`config.mk`:
```
export PLATFORM = sky130hd
export DESIGN_NAME = reg_dump_unit
export DESIGN_NICKNAME = d
export VERILOG_FILES = /design/src/rtl/reg_dump_unit.sv
export SDC_FILE = /design/constraint.sdc
export NUM_CORES = 1
export LEC_CHECK = 0
export BUFFER_PORTS_ARGS = -buffer_cell sky130_fd_sc_hd__buf_2
export CORE_MARGIN = 2
export CORE_UTILIZATION = 54
export DETAILED_ROUTE_END_ITERATION = 7
export PLACE_DENSITY = 0.85
export SYNTH_ARGS = -nofsm -noshare
export SYNTH_HDL_FRONTEND = slang
export SYNTH_SLANG_ARGS = --single-unit
```
`constraint.sdc`:
```
create_clock -name i_clk -period 3.8 [get_ports i_clk]
set_input_delay 0.76 -clock i_clk [delete_from_list [all_inputs] [get_ports i_clk]]
set_output_delay 0.76 -clock i_clk [all_outputs]
set_load 0.02 [all_outputs]
```
`src/rtl/reg_dump_unit.sv`:
```
// Register-bank dump engine: freezes the CPU, then streams every register
// through one asynchronous read port on a valid/ready handshake.
module reg_dump_unit #(
    parameter int WIDTH   = 16,
    parameter int NREGS   = 16,
    parameter int AW      = 4,
    parameter int CYCLES  = 120,
    parameter int AUTO    = 1,
    parameter int CW      = 32,
    parameter int RELEASE = 0
) (
    input  logic             i_clk,
    input  logic             i_reset,
    input  logic             i_start,
    output logic [AW-1:0]    o_rd_addr,
    input  logic [WIDTH-1:0] i_rd_data,
    output logic             o_cpu_halt,
    output logic             o_out_valid,
    input  logic             i_out_ready,
    output logic [AW-1:0]    o_out_idx,
    output logic [WIDTH-1:0] o_out_data,
    output logic             o_busy,
    output logic             o_done,
    output logic [CW-1:0]    o_cycles
);

    typedef enum logic [1:0] {
        S_COUNT,
        S_DRAIN,
        S_SEND,
        S_DONE
    } state_t;

    state_t         r_state;
    state_t         w_next;
    logic [CW-1:0]  r_cnt;
    logic [AW-1:0]  r_idx;
    logic           r_halt;

    logic           w_trig;
    logic           w_redump;
    logic           w_xfer;
    logic           w_last;

    // Auto trigger only lives in COUNT, so it can fire at most once per reset.
    assign w_trig   = (r_state == S_COUNT) &&
                      (i_start || ((AUTO != 0) && (r_cnt == CW'(CYCLES - 1))));
    assign w_redump = (r_state == S_DONE) && i_start;
    assign w_xfer   = (r_state == S_SEND) && i_out_ready;
    assign w_last   = (r_idx == AW'(NREGS - 1));

    always_comb begin
        w_next = r_state;
        case (r_state)
            S_COUNT: if (w_trig) w_next = S_DRAIN;
            S_DRAIN: w_next = S_SEND;
            S_SEND:  if (w_xfer && w_last) w_next = S_DONE;
            S_DONE:  if (i_start) w_next = S_DRAIN;
            default: w_next = S_COUNT;
        endcase
    end

    always_ff @(posedge i_clk) begin
        if (i_reset) begin
            r_state <= S_COUNT;
            r_cnt   <= '0;
            r_idx   <= '0;
            r_halt  <= 1'b0;
        end else begin
            r_state <= w_next;
            if ((r_state == S_COUNT) && (r_cnt != '1)) begin
                r_cnt <= r_cnt + 1'b1;
            end
            if (w_trig || w_redump) begin
                r_idx  <= '0;
                r_halt <= 1'b1;
            end else if (w_xfer) begin
                if (!w_last) begin
                    r_idx <= r_idx + 1'b1;
                end else if (RELEASE != 0) begin
                    r_halt <= 1'b0;
                end
            end
        end
    end

    assign o_rd_addr   = r_idx;
    assign o_out_idx   = r_idx;
    assign o_out_data  = i_rd_data;
    assign o_cpu_halt  = r_halt;
    assign o_out_valid = (r_state == S_SEND);
    assign o_busy      = (r_state == S_DRAIN) || (r_state == S_SEND);
    assign o_done      = (r_state == S_DONE);
    assign o_cycles    = r_cnt;

endmodule

```
==> impl_results.md, run 1 <==
* DRC violations left at 0
* Tot GR Track Use at 0.224
* Vias in the first global route at 1,910
* Cell Pwr Density at 381 nW/um^2
* Yosys reg bits at 39
* Max Fclk at 397 MHz
* Sink Count at 39
* Period utilisation layout at 0.663
* Hpwl dp at 3830 um
* CP cell instances: inv_1, ha_1, nand3_1, nor4_2, nand2_1, or4_1, a21oi_1
* Synth cell types at 49
* Starting density of the core at 0.572
* Peak VDD IR at 0.172 mV
* GR Overflow Total at 0
* Final core occ at 0.621
* Clock tree buffer depth at 2
* Main synth FF type: dfxtp_1
* FP Rows at 23
* Ports at 80
* Yosys warnings at 0
* Unrepaired setup endpoints after global routing: no
* Critical path fanouts, max at 11
* Share of cells above drive strength 1 at 0.227
* CTS Buf Count at 5
* Hold-fix buffers at CTS at 0
* Post-synthesis cell area at 2340 sq um
* Final min period at 2520 ps
* EDFF count, synth at 0
* Max Slew Vio Count at 0
* Worst path slowest cell: or4_1
* Final setup violating endpoints at 0
* Outcome: completed
* Initial DRC count at 128
* Die area at 4870 sq um
* WS Path Type: reg2reg
* Rel. slew slack at 0.517
* Maxcap violations at 0
* Post-synthesis sequential area ratio at 0.334
* Post-route setup TNS at 0 ps
* Chip width at 69.8 um
* Routed vias at 2,187
* Antenna violations before repair at 0
* H-tree lvl count at 2
* Synth Net Count at 304
* IO buf count at 47
* Largest net degree at the start of global routing at 43
* TritonRoute pass-1 iters at 4
* CTS tree: yes
* FILL cells at 356
* Critical path endpoint category: flop
* Commonest non-fill, non-tap cell in the layout: buf_2
* Ys async rst share at 0
* Post-DRT Antenna Nets at 0
* Power, Total at 0.966 mW
* Worst EP arrival at 2740 ps
* Reg clk slew, reported paths at 80 ps
* Worst-margin pin slew at 724 ps
* Diodes inserted at 0
* Skew final at 9.11 ps
* Delay of the slowest critical-path stage at 540 ps
* Skew-Pair Late Insertion Delay at 300 ps
* Synth Area per Inst at 8.41 sq um
* Synth Instances at 278
* Worst Setup Start Kind: flop
* Post-DR wirelength/cell at 14.8 um
* Die span in y at 69.8 um
* First-pass GRT wire length at 8960 um
* Placer congestion estimate at 0.876
* Layout Nets at 330
* DR vias/cell at 6.18
* Area delta synth->final at 8.51%
* Worst path top cell family by delay: simple AND/OR/NAND/NOR gates
* Worst path buffer plus inverter count at 1
* Postcts setup bufs at 0
* Lkg Pwr at 0.981 nW
* Total Wirelength at 5230 um
* Req. time, crit path at 4020 ps
* Root cell of the clock tree: clkbuf_8
* Most frequent cells in the layout: buf_2, dfxtp_1, nor2_1, a21oi_1, nand2_1
* Endpoints failing hold at 0
* Core area at 4090 sq um
* Post-CTS resize count at 0
* Min-Delay Path Class: reg2reg
==> where the power goes <==
group	internal, mW	switching [mW]	leakage (nW)
clock network	0.142	0.145	0.0470
registers	0.433	0.0267	0.315
logic	0.0810	0.139	0.619
total	0.656	0.310	0.981
==> stage by stage <==
stage / cells / hold slack [ps] / setup WS (ps) / cell area (sq um)
final: 354 / 529 / 1280 / 2540
after global placement: 347 / 501 / 1380 / 2450
after global routing: 354 / 558 / 1090 / 2540
after CTS: 354 / 531 / 1290 / 2540
after detailed placement: 347 / 518 / 1320 / 2450
after floorplan: 278 / 482 / 1580 / 2340
==> layout make-up <==
| type | count | area, sq um | area share |
|---|---|---|---|
| clock inverter | 1 | 5.00 | 0.00197 |
| tap | 50 | 62.6 | 0.0247 |
| sequential | 39 | 781 | 0.308 |
| inverter | 7 | 26.3 | 0.0104 |
| clock buffer | 6 | 82.6 | 0.0325 |
| timing repair buffer | 47 | 235 | 0.0927 |
| multi-input combinational | 204 | 1350 | 0.530 |
==> cell usage after synthesis (5+ instances only) <==
library cell / instances / area, sq um
a21oi_1: 23 / 115
buf_4: 21 / 158
clkbuf_1: 5 / 18.8
dfxtp_1: 39 / 781
ha_1: 6 / 75.1
inv_1: 7 / 26.3
nand2_1: 20 / 75.1
nand3_1: 11 / 55.1
nand4_1: 11 / 68.8
nor2_1: 23 / 86.3
nor4_1: 8 / 50.1
o21ai_0: 12 / 60.1
o31ai_1: 9 / 67.6
or3_1: 12 / 75.1
or4_1: 8 / 60.1
==> state kept, by name (all words and copies together), names as in the netlist <==
register / flops
o_cpu_halt: 1
o_cycles: 32
o_out_idx: 4
r_state: 2
==> routing by layer <==
layer	part of all wire	vias to the layer above	wire, um	track usage
li1	-	1072	-	-
met3	0.066	15	344	0.0581
met5	0	-	0	0
met4	0.023	0	119	0.0940
met1	0.44	1029	2290	0.294
met2	0.47	71	2470	0.347
==> tightest hold or removal path, cell delays in order (launching register included) <==
cell     delay, ps
dfxtp_1        350
o21ai_0         80
a21oi_1         60
==> kinds of logic (layout without fill, tap and decap cells) <==
group | Yosys count | in the layout | share of synthesized area
xor+xnor | 7 | 7 | 0.0262
compound gates | 60 | 60 | 0.166
mux | 8 | 8 | 0.0380
simple gates | 123 | 123 | 0.312
flops | 39 | 39 | 0.334
fa+ha+maj | 6 | 6 | 0.0321
buf+inv | 35 | 61 | 0.0910
==> final timing paths <==
kind	from	endpoint	slack (ps)	cells after the start
worst min register to register	o_cycles[16]$_SDFFE_PP0P_	o_cycles[16]$_SDFFE_PP0P_	530	2
worst max-delay path	r_state[0]$_SDFFE_PP0P_	o_cycles[21]$_SDFFE_PP0P_	1280	7
worst min-delay path	o_cycles[16]$_SDFFE_PP0P_	o_cycles[16]$_SDFFE_PP0P_	530	2
worst max register to register	r_state[0]$_SDFFE_PP0P_	o_cycles[21]$_SDFFE_PP0P_	1280	7
No activity file was read; power rests on OpenSTA's default activity.
==> run 2: changes to the inputs <==
Settings changed: CORE_UTILIZATION 54 to 50, PLACE_DENSITY 0.85 to 0.8.
Clock period 3.8 ns to 2.52 ns, I/O delays scaled along.
==> run 2 against run 1 <==
  * Utilization down 4.3 points
  * Combinational power up 61%
  * Via count up 0.41%
  * Sequential share of layout area down 0.39 points
  * Maximum frequency up 7.2%
  * Clock power up 46%
  * Clock skew up 2.1 ps
  * Critical endpoint is now r_state[0]$_SDFFE_PP0P_
  * Largest power group unchanged
==> impl_results.md, run 2 (synthesis results as in run 1) <==
* Critical path fanouts, max at 5
* Chip width at 72.4 um
* Period utilisation layout at 0.932
* Skew final at 11.2 ps
* Hold endpoint: o_cycles[16]$_SDFFE_PP0P_
* R2R depth at 7
* Delay of the slowest critical-path stage at 410 ps
* Rel. slew slack at 0.537
* Cell Pwr Density at 571 nW/um^2
* Clock tree buffer depth at 2
* Die area at 5240 sq um
* Hold Path Origin: o_cycles[16]$_SDFFE_PP0P_
* Reg2Reg Capture Point: r_state[0]$_SDFFE_PP0P_
* TritonRoute pass-1 iters at 4
* WS Path Type: reg2reg
* Post-DR wirelength/cell at 14.5 um
* Post-DRT Antenna Nets at 0
* FF-to-FF setup slack at 170 ps
* Logic pwr share at 0.242
* Antenna violations before repair at 0
* Reg clk slew, reported paths at 80 ps
* Sink Count at 39
* Largest net degree at the start of global routing at 43
* CP cell instances: ha_1, nand4_1, nor4_2, a41oi_1, a222oi_1, buf_4, mux2_2
* IO buf count at 47
* Clock power share at 0.286
* Initial DRC count at 130
* Starting density of the core at 0.526
* Worst EP arrival at 2540 ps
* Setup WS post-layout at 171 ps
* Outcome: completed
* Req. time, crit path at 2710 ps
* DR vias/cell at 6.10
* FILL cells at 421
* Commonest non-fill, non-tap cell in the layout: buf_2
* Most frequent cells in the layout: buf_2, dfxtp_1, nor2_1, a21oi_1, nand2_1
* Share of cells above drive strength 1 at 0.240
* Worst path slowest cell: dfxtp_1
* NetSw at 0.484 mW
* Diodes inserted at 0
* Worst-margin pin slew at 694 ps
* CTS tree: yes
* Final setup violating endpoints at 0
* Max reg flops at 32
* Layout Nets at 333
* Skew-Pair Late Insertion Delay at 300 ps
* P_int at 0.984 mW
* Max Slew Vio Count at 0
* Core area at 4440 sq um
* Hold-fix buffers at CTS at 0
* Die span in y at 72.4 um
* Peak VDD IR at 0.489 mV
* Hpwl dp at 3860 um
* Placer congestion estimate at 0.938
* Worst Setup Start Kind: flop
* First-pass GRT wire length at 8890 um
* Area delta synth->final at 9.90%
* FP Rows at 24
* GR Overflow Total at 0
* H-tree lvl count at 2
* Root cell of the clock tree: clkbuf_8
* Unrepaired setup endpoints after global routing: no
* DRC violations left at 0
* Min-Delay Path Class: reg2reg
* CTS Buf Count at 5
* Part of the power in registers at 0.472
* FF-to-FF Start: o_cycles[1]$_SDFFE_PP0P_
* Final core occ at 0.578
* Total Wirelength at 5210 um
* Tot GR Track Use at 0.211
* Post-route setup TNS at 0 ps
* Ports at 80
* Place WS at 183 ps
* Endpoints failing hold at 0
* Lkg Pwr at 0.989 nW
* Switching Share at 0.330
* Maxcap violations at 0
* Critical path endpoint category: flop
* Vias in the first global route at 1,992
* Routed vias at 2,196
* Final min period at 2350 ps
* Max Fclk at 426 MHz
* WHS Path Cells at 2
==> run 2: cell count changes in the layout (fill, tap and decap cells not counted) <==
| cell | previous run | this run |
|---|---|---|
| buf_4 | 0 | 3 |
| nor4_2 | 2 | 3 |
| nor4_1 | 8 | 7 |
| clkinvlp_4 | 0 | 2 |
| clkbuf_8 | 6 | 5 |
==> run 2: worst max path at each step <==
stage | slack (ps) | from | endpoint
6_report | 170 | o_cycles[1]$_SDFFE_PP0P_ | r_state[0]$_SDFFE_PP0P_
5_1_grt | 10 | o_cycles[0]$_SDFFE_PP0P_ | r_state[0]$_SDFFE_PP0P_
4_1_cts | 170 | o_cycles[1]$_SDFFE_PP0P_ | r_state[0]$_SDFFE_PP0P_
3_5_place_dp | 180 | o_cycles[0]$_SDFFE_PP0P_ | r_state[0]$_SDFFE_PP0P_
3_3_place_gp | 320 | o_cycles[0]$_SDFFE_PP0P_ | o_cycles[1]$_SDFFE_PP0P_
2_1_floorplan | 300 | o_cycles[0]$_SDFFE_PP0P_ | o_cycles[1]$_SDFFE_PP0P_
==> run 2: worst max-delay path, delay by kind of cell (launching register included) <==
| kind | cells | cell delay [ps] |
|---|---|---|
| adder cells (fa/ha/maj) | 1 | 240 |
| AO/OA/AOI/OAI | 2 | 560 |
| buffers and inverters | 1 | 180 |
| AND/OR/NAND/NOR | 2 | 520 |
| flip-flops | 1 | 410 |
| multiplexers | 1 | 330 |
==> run 2: layout make-up <==
type,count,area (sq um),area share
flip-flops and latches,39,781,0.304
clock inverters,3,20.0,0.00779
inverters,7,26.3,0.0102
multi-input cells,204,1350,0.526
well taps,52,65.1,0.0253
clock buffers,5,68.8,0.0268
repair buffers,50,258,0.100
==> run 2: power by group through the flow <==
stage / logic [mW] / clock network (mW) / registers [mW]
finish: 0.355 / 0.419 / 0.694
global route: 0.394 / 0.462 / 0.703
CTS: 0.348 / 0.432 / 0.694
detailed placement: 0.346 / 0 / 0.709
global placement: 0.339 / 0 / 0.702
floorplan: 0.262 / 0 / 0.730
==> run 2: layer usage <==
metal  GRT usage  vias up  wire length [um]
met5           0        -                 0
met4      0.0823        0                86
met3      0.0528       10               301
met2       0.346       78              2480
met1       0.267     1033              2350
li1            -     1075                 -
==> run 2: metrics by stage <==
stage / instance area (sq um) / total power [mW] / cells / hold WS (ps)
after floorplan: 2340 / 0.992 / 278 / 482
after global placement: 2470 / 1.04 / 351 / 512
after detailed placement: 2470 / 1.05 / 351 / 528
after CTS: 2560 / 1.47 / 359 / 538
after global routing: 2570 / 1.56 / 360 / 558
final: 2570 / 1.47 / 360 / 537
==> run 2: repair_timing <==
item,in CTS,in global routing
setup endpoints to repair,0,1
gates resized for setup,0,1
setup buffers,0,1
==> run 3: changes to the inputs <==
Settings changed: BUFFER_PORTS_ARGS -buffer_cell sky130_fd_sc_hd__buf_2 to -buffer_cell sky130_fd_sc_hd__clkbuf_2.
==> run 3 against run 2 <==
  * Sequential cell count unchanged
  * Hold slack got worse by 8.6 ps
  * Design area grew 1.1%
  * Combinational power is essentially flat
  * Cell count is 0.83% higher
  * Via count rose by 1.7%
  * Critical path depth is 1 lower
  * Power rose by 2.3%
  * Clock power up 9.5%
  * First-iteration DRC count grew 34%
  * Maximum frequency down 1.4%
  * Critical path type unchanged
  * Critical endpoint unchanged
  * Largest cell class unchanged
==> impl_results.md, run 3 (synthesis results as in run 1) <==
* Outcome: completed
* Hpwl dp at 3920 um
* Peak VDD IR at 0.256 mV
* Post-DRT Antenna Nets at 0
* Met3 Use GR at 0.0389
* WS Path Type: reg2reg
* Clock tree buffer depth at 2
* Most frequent cells in the layout: clkbuf_2, dfxtp_1, nor2_1, a21oi_1, nand2_1
* H-tree lvl count at 2
* Starting density of the core at 0.526
* Critical path fanouts, max at 5
* Reg clk slew, reported paths at 70 ps
* Fin cells at 363
* Maxcap violations at 0
* CTS tree: yes
* Ports at 80
* Hold-fix buffers at CTS at 0
* FILL cells at 422
* Rel. slew slack at 0.464
* Routed vias at 2,233
* Root cell of the clock tree: clkbuf_8
* Unrepaired setup endpoints after global routing: no
* Max Slew Vio Count at 0
* GR Util met2 at 0.349
* DP Cell Count at 355
* Cell area after layout at 2600 sq um
* Chip width at 72.4 um
* FP Rows at 24
* Max reg flops at 32
* GR Overflow Total at 0
* Busiest grt layer: met2
* Max Fclk at 420 MHz
* DR vias/cell at 6.15
* Diodes inserted at 0
* Final setup violating endpoints at 0
* End of the critical path: r_state[0]$_SDFFE_PP0P_
* Met1 Use GR at 0.266
* Post-DR wirelength/cell at 14.6 um
* Antenna violations before repair at 0
* Sink Count at 39
* TritonRoute pass-1 iters at 4
* Lkg Pwr at 0.978 nW
* Start point of the critical path: o_cycles[0]$_SDFFE_PP0P_
* Layout Nets at 336
* FF-to-FF setup slack at 140 ps
* Initial DRC count at 174
* Place WS at 172 ps
* Final core occ at 0.584
* FF-to-FF Start: o_cycles[0]$_SDFFE_PP0P_
* Area delta synth->final at 11.1%
* Vias in the first global route at 1,986
* DRC violations left at 0
* Period utilisation layout at 0.945
* Critical path endpoint category: flop
* Tot GR Track Use at 0.206
* R2R depth at 6
* CTS Buf Count at 5
* Largest net degree at the start of global routing at 43
* Placer congestion estimate at 0.936
* Skew-Pair Late Insertion Delay at 280 ps
* Setup WS post-layout at 138 ps
* Total Wirelength at 5310 um
* Post-route setup TNS at 0 ps
* Share of cells above drive strength 1 at 0.241
* Worst-margin pin slew at 805 ps
* Die span in y at 72.4 um
* Endpoints failing hold at 0
* Worst EP arrival at 2560 ps
* Postcts setup bufs at 0
* Cell Pwr Density at 579 nW/um^2
* Req. time, crit path at 2700 ps
* Die area at 5240 sq um
* Placed cell areas at 2500 sq um
* Worst Setup Start Kind: flop
* Final min period at 2380 ps
* Core area at 4440 sq um
* Min-Delay Path Class: reg2reg
* IO buf count at 47
* Skew final at 3.98 ps
* First-pass GRT wire length at 8800 um
* Commonest non-fill, non-tap cell in the layout: clkbuf_2
* Reg2Reg Capture Point: r_state[0]$_SDFFE_PP0P_
* Post-CTS resize count at 0
[run 3: cell types whose count changed in the layout (fill, tap and decap cells not counted)]
| cell | before | now |
|---|---|---|
| clkinvlp_4 | 2 | 0 |
| clkbuf_8 | 5 | 7 |
| nor4_1 | 7 | 8 |
| nor4_2 | 3 | 2 |
| clkbuf_2 | 0 | 47 |
| buf_2 | 47 | 0 |
| clkinv_2 | 1 | 0 |
| buf_4 | 3 | 6 |
| clkbuf_1 | 0 | 1 |
[run 3: critical path, stage by stage, from the launching register on]
cell and delay [ps]:
dfxtp_1 410, ha_1 240, nand4_1 270, nor4_1 280
a41oi_1 230, a222oi_1 460, mux2_2 380
[run 3: layer usage]
layer  routed length, um  share of wire
met5                   0              0
met1                2370           0.45
met3                 306          0.058
met4                  63          0.012
met2                2570           0.48
[run 3: worst min-delay path by stage]
stage	start	end	slack (ps)	cells after the start
2_1_floorplan	r_state[1]$_SDFFE_PP0P_	r_state[1]$_SDFFE_PP0P_	480	2
3_3_place_gp	o_cycles[16]$_SDFFE_PP0P_	o_cycles[16]$_SDFFE_PP0P_	510	2
3_5_place_dp	o_cycles[16]$_SDFFE_PP0P_	o_cycles[16]$_SDFFE_PP0P_	520	2
4_1_cts	o_cycles[16]$_SDFFE_PP0P_	o_cycles[16]$_SDFFE_PP0P_	530	2
5_1_grt	o_cpu_halt$_SDFFE_PP0P_	o_cpu_halt$_SDFFE_PP0P_	570	2
6_report	r_state[1]$_SDFFE_PP0P_	r_state[1]$_SDFFE_PP0P_	530	2
[run 3: where the power goes]
part | internal (mW) | total (mW) | switching (mW) | leakage (nW)
sequential | 0.652 | 0.692 | 0.0393 | 0.315
clock | 0.250 | 0.459 | 0.209 | 0.0515
combinational | 0.133 | 0.352 | 0.219 | 0.611
total | 1.03 | 1.50 | 0.468 | 0.978
[run 3: metrics by stage]
| stage | hold slack, ps | power, mW |
|---|---|---|
| final | 528 | 1.50 |
| after global routing | 566 | 1.58 |
| after CTS | 531 | 1.52 |
| after detailed placement | 518 | 1.06 |
| after global placement | 515 | 1.04 |
| after floorplan | 482 | 0.992 |
[run 3: area by class of cell]
type                            instances  area [sq um]  area share
Sequential cell                        39           781       0.301
Clock buffer                            8           100      0.0385
Inverter                                7          26.3      0.0101
Multi-Input combinational cell        204          1350       0.518
Timing Repair Buffer                   53           280       0.108
Tap cell                               52          65.1      0.0250
